File: config.mk
export PLATFORM = sky130hd
export DESIGN_NAME = mem_line_arbiter
export DESIGN_NICKNAME = d
export VERILOG_FILES = /design/src/rtl/mem_arb_pkg.sv /design/src/rtl/mem_line_arbiter_rr_arb2.sv /design/src/rtl/mem_line_arbiter.sv
export SDC_FILE = /design/constraint.sdc
export NUM_CORES = 2
export LEC_CHECK = 0
export BUFFER_PORTS_ARGS = -buffer_cell sky130_fd_sc_hd__buf_2
export CORE_AREA = 5 5 332 334
export CTS_CLUSTER_SIZE = 20
export DETAILED_ROUTE_END_ITERATION = 10
export DIE_AREA = 0 0 337 339
export GPL_ROUTABILITY_DRIVEN = 1
export PLACE_DENSITY = 0.51
export REMOVE_ABC_BUFFERS = 1
export SETUP_SLACK_MARGIN = 0.4
export SLEW_MARGIN = 15
export SYNTH_ARGS = -nofsm -noshare
export SYNTH_HDL_FRONTEND = slang
export SYNTH_SLANG_ARGS = --single-unit
File: constraint.sdc
create_clock -name clk -period 27.7 [get_ports clk]
set_input_delay 2.77 -clock clk [delete_from_list [all_inputs] [get_ports clk]]
set_output_delay 2.77 -clock clk [all_outputs]
set_load 0.1 [all_outputs]
File: src/rtl/mem_arb_pkg.sv
// mem_arb_pkg: shared types and defaults for the memory line arbiter
// Holds the controller state enum, default line geometry / DRAM delay, and the port-id type.
package mem_arb_pkg;
    typedef enum logic [1:0] {IDLE, WAIT, XFER, DONE} state_t;
    localparam int OFFSET_LEN_DEF = 3;
    localparam int MEM_DELAY_DEF = 0;
    typedef logic port_id_t;
endpackage

File: src/rtl/mem_line_arbiter_rr_arb2.sv
// rr_arb2: two-way round-robin arbiter
// Ports: clk, rst (async, active-high), req[1:0] requests, grant_en allows a grant this cycle,
//        gnt[1:0] one-hot grant (zero when disabled or nobody requests).
module rr_arb2 import mem_arb_pkg::*; (
    input  logic       clk,
    input  logic       rst,
    input  logic [1:0] req,
    input  logic       grant_en,
    output logic [1:0] gnt
);
    port_id_t last_grant;
    // On a tie the port that did not win last time is served; port 0 wins the first tie.
    always_comb gnt = !grant_en ? 2'b00 : (&req) ? (last_grant ? 2'b01 : 2'b10) : req;
    always_ff @(posedge clk or posedge rst)
        if (rst) last_grant <= 1'b1;
        else if (|gnt) last_grant <= gnt[1];
endmodule

File: src/rtl/mem_line_arbiter.sv
// mem_line_arbiter: round-robin line-transfer controller for a single-port word memory
// Ports: clk, rst (async, active-high); per requester p: reqp, wep, line_addrp, wr_linep in, donep out;
//        rd_line last read line, busy; memory side mem_addr, mem_wr_req, mem_wr_data out, mem_rd_data in.
module mem_line_arbiter import mem_arb_pkg::*; #(
    parameter int ADDR_LEN   = 11,
    parameter int OFFSET_LEN = OFFSET_LEN_DEF,
    parameter int MEM_DELAY  = MEM_DELAY_DEF
) (
    input  logic                            clk,
    input  logic                            rst,
    input  logic                            req0,
    input  logic                            req1,
    input  logic                            we0,
    input  logic                            we1,
    input  logic [ADDR_LEN-OFFSET_LEN-1:0]  line_addr0,
    input  logic [ADDR_LEN-OFFSET_LEN-1:0]  line_addr1,
    input  logic [32*(1<<OFFSET_LEN)-1:0]   wr_line0,
    input  logic [32*(1<<OFFSET_LEN)-1:0]   wr_line1,
    output logic                            done0,
    output logic                            done1,
    output logic [32*(1<<OFFSET_LEN)-1:0]   rd_line,
    output logic                            busy,
    output logic [ADDR_LEN-1:0]             mem_addr,
    output logic                            mem_wr_req,
    output logic [31:0]                     mem_wr_data,
    input  logic [31:0]                     mem_rd_data
);
    localparam int N  = 1 << OFFSET_LEN;
    localparam int LW = 32 * N;
    localparam int LA = ADDR_LEN - OFFSET_LEN;
    localparam int DW = MEM_DELAY > 1 ? $clog2(MEM_DELAY) : 1;
    localparam logic [OFFSET_LEN:0] LAST_W = (OFFSET_LEN+1)'(N - 1);
    localparam logic [OFFSET_LEN:0] LAST_R = (OFFSET_LEN+1)'(N);
    localparam logic [DW-1:0] D_LAST = DW'(MEM_DELAY - 1);
    state_t                state;
    port_id_t              port_q;
    logic                  we_q;
    logic [LA-1:0]         line_q;
    logic [LW-1:0]         wr_q;
    logic [LW-1:0]         rd_buf;
    logic [LW-1:0]         rd_nxt;
    logic [OFFSET_LEN:0]   cnt;
    logic [OFFSET_LEN-1:0] rd_idx;
    logic [DW-1:0]         dcnt;
    logic [1:0]            gnt;
    logic                  we_sel;
    logic                  last_word;
    rr_arb2 u_arb (
        .clk      (clk),
        .rst      (rst),
        .req      ({req1, req0}),
        .grant_en (state == IDLE),
        .gnt      (gnt)
    );
    assign mem_addr    = {line_q, cnt[OFFSET_LEN-1:0]};
    assign mem_wr_data = wr_q[{cnt[OFFSET_LEN-1:0], 5'b0} +: 32];
    // Reads run one extra cycle: the word addressed in cycle i returns during cycle i+1.
    always_comb begin
        we_sel    = gnt[1] ? we1 : we0;
        last_word = we_q ? cnt == LAST_W : cnt == LAST_R;
        rd_idx    = cnt[OFFSET_LEN-1:0] - OFFSET_LEN'(1);
        rd_nxt    = rd_buf;
        rd_nxt[{rd_idx, 5'b0} +: 32] = mem_rd_data;
    end
    // rd_line is only replaced on the final read beat so it stays stable until the next read completes.
    always_ff @(posedge clk or posedge rst) begin
        if (rst) begin
            state      <= IDLE;
            port_q     <= 1'b0;
            we_q       <= 1'b0;
            line_q     <= '0;
            wr_q       <= '0;
            rd_buf     <= '0;
            rd_line    <= '0;
            cnt        <= '0;
            dcnt       <= '0;
            busy       <= 1'b0;
            done0      <= 1'b0;
            done1      <= 1'b0;
            mem_wr_req <= 1'b0;
        end else begin
            case (state)
                IDLE: if (|gnt) begin
                    port_q     <= gnt[1];
                    we_q       <= we_sel;
                    line_q     <= gnt[1] ? line_addr1 : line_addr0;
                    wr_q       <= gnt[1] ? wr_line1 : wr_line0;
                    cnt        <= '0;
                    dcnt       <= '0;
                    busy       <= 1'b1;
                    state      <= (MEM_DELAY > 0) ? WAIT : XFER;
                    mem_wr_req <= (MEM_DELAY == 0) && we_sel;
                end
                WAIT: if (dcnt == D_LAST) begin
                    state      <= XFER;
                    mem_wr_req <= we_q;
                end else begin
                    dcnt <= dcnt + DW'(1);
                end
                XFER: begin
                    cnt <= cnt + (OFFSET_LEN+1)'(1);
                    if (!we_q && cnt != '0) rd_buf <= rd_nxt;
                    if (last_word) begin
                        state      <= DONE;
                        mem_wr_req <= 1'b0;
                        done0      <= !port_q;
                        done1      <= port_q;
                        if (!we_q) rd_line <= rd_nxt;
                    end
                end
                DONE: begin
                    state <= IDLE;
                    busy  <= 1'b0;
                    done0 <= 1'b0;
                    done1 <= 1'b0;
                end
                default: state <= IDLE;
            endcase
        end
    end
endmodule

* Word-level counts from Yosys, hierarchy flattened
Cells that the tools add are included.
** Word-level totals
- Output and inout port bits :: 303
- Flip-flop bits (word level) :: 790
** Cells by class
- Reductions and logical operators :: 21
- Bitwise operators :: 1
- Mux-type cells :: 27
- Add/subtract/negate cells :: 4
- Equality and inequality tests :: 8
- Shift operators :: 3
** Operators with widths (count)
- $bwmux 256 :: 1
- $mux 256 :: 1
- $shift 32x10->256 const A :: 1
- $shiftx 256x9->32 :: 1
- $shiftx 32x10->256 :: 1
- $reduce_and 2->1 :: 7
- $mux 2 :: 6
- $mux 1 :: 10
- $neg 8->10 :: 1
- $mux 8 :: 1
- $pmux 1 s2 :: 4
- $pmux 2 s4 :: 1
- $pmux 4 s2 :: 1
- $reduce_bool 2->1 :: 4
- $ne 2x2->1 const B :: 3
- $reduce_and 3->1 :: 2
- $add 4x1->4 const B :: 1
- $eq 2x2->1 const B :: 2
- $eq 4x3->1 const B :: 1
- $eq 4x4->1 const B :: 1
- $mux 4 :: 1
- $reduce_and 4->1 :: 1
- $reduce_bool 4->1 :: 1
- $pmux 1 s3 :: 1
- other kinds (9) :: 10

* Longest topological paths before layout
- Depth after elaboration :: 6
- Depth in mapped cells :: 13

* Hierarchy
From an unflattened synthesis, not the netlist that was laid out.
** Unflattened totals
- Cell total of the unflattened synthesis :: 3190
- Area total of the unflattened synthesis :: 35424.0 sq um
** Modules (own cells, without submodules)
- mem_line_arbiter :: cells each 3181, times used 1, area each 35357.7 sq um, seq. area each 19743.9 sq um
- rr_arb2 :: cells each 9, times used 1, area each 66.3 sq um, seq. area each 26.3 sq um

* Least setup slack after synthesis
Ideal clock, no wire load.
- Path type :: register to output
- From :: register cnt[0]
- To :: output port mem_wr_data[10]
- Data arrival time :: 2346 ps
- Path slack :: 22584 ps
- Cell stages (with the launch flop) :: 7
- Cells stage by stage :: dfrtp_1 > clkbuf_1 > clkbuf_1 > buf_2 > mux4_2 > nand2_1 > nand2_1
** Between the ends
- Longest elaborated chain between the ends :: 1
** RTL lines
- start: declaration :: RTL line mem_line_arbiter.sv:42 : logic [OFFSET_LEN:0] cnt;
- start signal: assignment :: RTL line mem_line_arbiter.sv:101 : cnt <= cnt + (OFFSET_LEN+1)'(1);
- $shiftx 256x9->32 :: RTL line mem_line_arbiter.sv:56 : assign mem_wr_data = wr_q[{cnt[OFFSET_LEN-1:0], 5'b0} +: 32];
- end: declaration :: RTL line mem_line_arbiter.sv:25 : output logic [31:0] mem_wr_data,
No other way between the ends.

* Worst setup path in the final report
- From :: register cnt[0]
- To :: output port mem_wr_data[4]
The elaborated chain is that of the path after synthesis.

==> flow_summary.yaml <==
worst_setup_path:
  worst_path_most_repeated_cell: "nand2_1"
  end_kind: "output pin"
  slowest_delay_ns: 1.08
  cp_slowest_cell: "dfrtp_4"
  crit_type: "reg2out"
  path_max_fanout: 54
  required_ns: 24.93
  worstPathCellList: "buf_4, mux4_2, nand2_1, nand2_1, buf_2"
  crit_path_start_kind: "flip-flop"
  arrival_ns: 3.60
timing:
  fin_setup_tns_ns: 0
  fmax_mhz: 157
  slew_viol_final: 0
  rsz0062_at_grt: "false"
  setup_viol: 0
  slew_headroom_pct: 22.9
  tightest_slew_ns: 1.16
  fin_crit_ns: 6.37
  finalCritPeriodShare_pct: 23.0
  fin_skew_ns: 0.0110
  hold_violations: 0
routing:
  wl_um: 141000
  drt_iter0_markers: 2141
  first_pass_iters: 5
  post_drt_via_cell_ratio: 5.15
  avgRoutedWirePerCell_um: 25.9
  drtAntennaViolNets: 0
  drcViolationCount: 0
  vias: 28003
power_and_ir_drop:
  intPower_mw: 3.02
  ir_drop_mv: 0.0888
  p_sw_mw: 2.82
  p_sw_share_pct: 48.3
  p_comb_share_pct: 47.1
  p_seq_share_pct: 31.7
  clkPwrFrac_pct: 21.2
  power.density_nw_per_um2: 132
  total_power_mw: 5.84
  leakage_nw: 22.5
synth:
  synth_warnings: 0
  avgSynthCellArea_um2: 11.1
  synth_cell_types: 48
  ys_seq_elements: 790
  synth_ff_type: "dfrtp_1"
  seq_area_frac_synth_pct: 55.6
  synth_edf_count: 0
  synth_area_um2: 35600
  synthCells: 3198
  async_reset_ff_share_pct: 100
clock_tree:
  clockBufferDepth: 3
  h-tree-depth: 3
  cts_setup_buffers: 0
  cts_resized: 0
  clk_latency_ns: 0.66
  clkTransAtPathRegs_ns: 0.06
  cts_buffers: 91
  clock-root-buffer: "clkbuf_16"
  cts.sinks: 790
  hold_buffers: 0
  cts_tree: "built"
placement:
  dpl.cell_count: 5223
  dp.final_hpwl_um: 101000
  placed_cell_area_um2: 41000
  port_buffers: 868
  gp_congestion: 0.877
floorplan:
  die_y_um: 339
  core_area_um2: 107000
  dieWidth_um: 337
  die_area_um2: 114000
  start_util_pct: 33.4
  rows: 120
  ios: 869
global_route:
  grt_pass1_vias: 27812
  grt_max_degree: 174
  overflow: 0
  antenna_found_initial: 111
  grt_usage_pct: 24.0
  grt_pass1_wl_um: 201000
finish:
  fin_area_um2: 44200
  nNetsFinal: 4492
  fin_cells: 5438
  syn2layout_area_growth_pct: 24.1
  final_cell_mix: "868 x buf_2, 786 x dfrtp_1, 603 x nand2_1, 390 x o21ai_0, 298 x mux2i_1"
  final_util_pct: 41.4
  drive_gt1_share_pct: 32.7
  fill_cells: 10569
  final_common_cell: "buf_2"
hold_path:
  hp-class: "reg2reg"
run:
  max_cap_viol_count: 0
outcome:
  status: "completed"
-- state kept, by name (all words and copies together), names as in the netlist --
name              cells
rd_buf              256
rd_line             256
wr_q                256
line_q                8
cnt                   4
state                 2
busy                  1
dcnt                  1
done0                 1
done1                 1
mem_wr_req            1
port_q                1
u_arb.last_grant      1
we_q                  1
-- cell usage after synthesis, types with 2 or more instances --
cell type / instances / area, um2
buf_4: 7 / 52.6
mux2_1: 46 / 518
o21bai_1: 3 / 22.5
mux2_2: 145 / 1630
a221o_1: 63 / 631
clkbuf_1: 188 / 706
a311oi_1: 3 / 26.3
and3_1: 2 / 12.5
buf_6: 3 / 33.8
o21ai_0: 391 / 1960
inv_1: 16 / 60.1
nand2b_1: 3 / 18.8
and2_1: 67 / 419
mux2i_1: 298 / 2980
mux4_2: 64 / 1440
a22o_1: 85 / 744
ha_1: 13 / 163
nor2_1: 94 / 353
a21oi_1: 3 / 15.0
nor4b_1: 2 / 17.5
a31oi_1: 48 / 300
nor2b_1: 3 / 18.8
o211ai_1: 4 / 30.0
buf_1: 13 / 48.8
buf_2: 80 / 400
nand3b_1: 3 / 22.5
dfrtp_1: 789 / 19700
a221oi_1: 21 / 184
nor3_1: 66 / 330
o21a_1: 2 / 15.0
nand4_1: 2 / 12.5
nand2_1: 607 / 2280
nand3_1: 49 / 245
-- stage by stage --
| step | hold slack (ns) | worst slack [ns] |
|---|---|---|
| 2_1_floorplan | 0.439 | 2.75 |
| 6_report | 0.455 | 21.33 |
| 4_1_cts | 0.463 | 21.21 |
| 5_1_grt | 0.483 | 21.10 |
| 3_5_place_dp | 0.450 | 21.06 |
| 3_3_place_gp | 0.445 | 21.16 |
-- kinds of logic after synthesis --
kind of cell	count (synthesis)	synth area share, %
buffers and inverters	308	3.67
multiplexers	553	18.5
AND/OR/NAND/NOR	904	10.6
AO/OA/AOI/OAI	629	11.2
XOR/XNOR	1	0.0457
adder cells (fa/ha/maj)	13	0.457
flip-flops	790	55.6
-- cell type report --
cell class | instances | area [um2] | area share (%)
tap | 1403 | 1760 | 3.97
multi-input combinational | 2100 | 14700 | 33.2
timing repair buffer | 913 | 4720 | 10.7
clock inverter | 27 | 250 | 0.567
sequential | 790 | 19800 | 44.8
inverter | 17 | 71.3 | 0.161
clock buffer | 140 | 2810 | 6.36
antenna | 48 | 120 | 0.272
-- layer usage --
metal / track usage (%) / up-vias / share of wire [%]
met4: 7.25 / 48 / 2.4
li1: - / 12787 / -
met1: 30.9 / 13948 / 41
met3: 7.59 / 259 / 8.2
met2: 38.8 / 961 / 48
met5: 0 / - / 0.22
-- worst max-delay path, delay by kind of cell, from the launching register on --
family	cells	cell delay [ns]
buffers and inverters	2	0.98
DFF	1	1.08
muxes	1	0.59
and+or+nand+nor	2	0.21
-- worst paths after layout --
| kind | from | end | slack, ns | cells after the start |
|---|---|---|---|---|
| setup / recovery | cnt[0] | mem_wr_data[4] | 21.33 | 5 |
| min in group asynchronous | rst | rd_line[201] | 2.24 | 2 |
| hold / removal | rd_line[19] | rd_line[19] | 0.46 | 2 |
| max in group asynchronous | rst | wr_q[164] | 22.31 | 5 |
| setup reg to reg | cnt[0] | rd_buf[159] | 22.43 | 10 |
| hold reg to reg | rd_line[19] | rd_line[19] | 0.46 | 2 |
-- power groups by stage --
stage,Sequential [mW],Clock (mW),Combinational (mW)
after floorplan,2.51,0,1.65
after global placement,1.86,0,2.75
after detailed placement,1.86,0,2.78
after CTS,1.85,1.27,2.78
after global routing,1.90,1.31,2.94
final,1.85,1.24,2.75
Power figures use the tool's default switching activity.
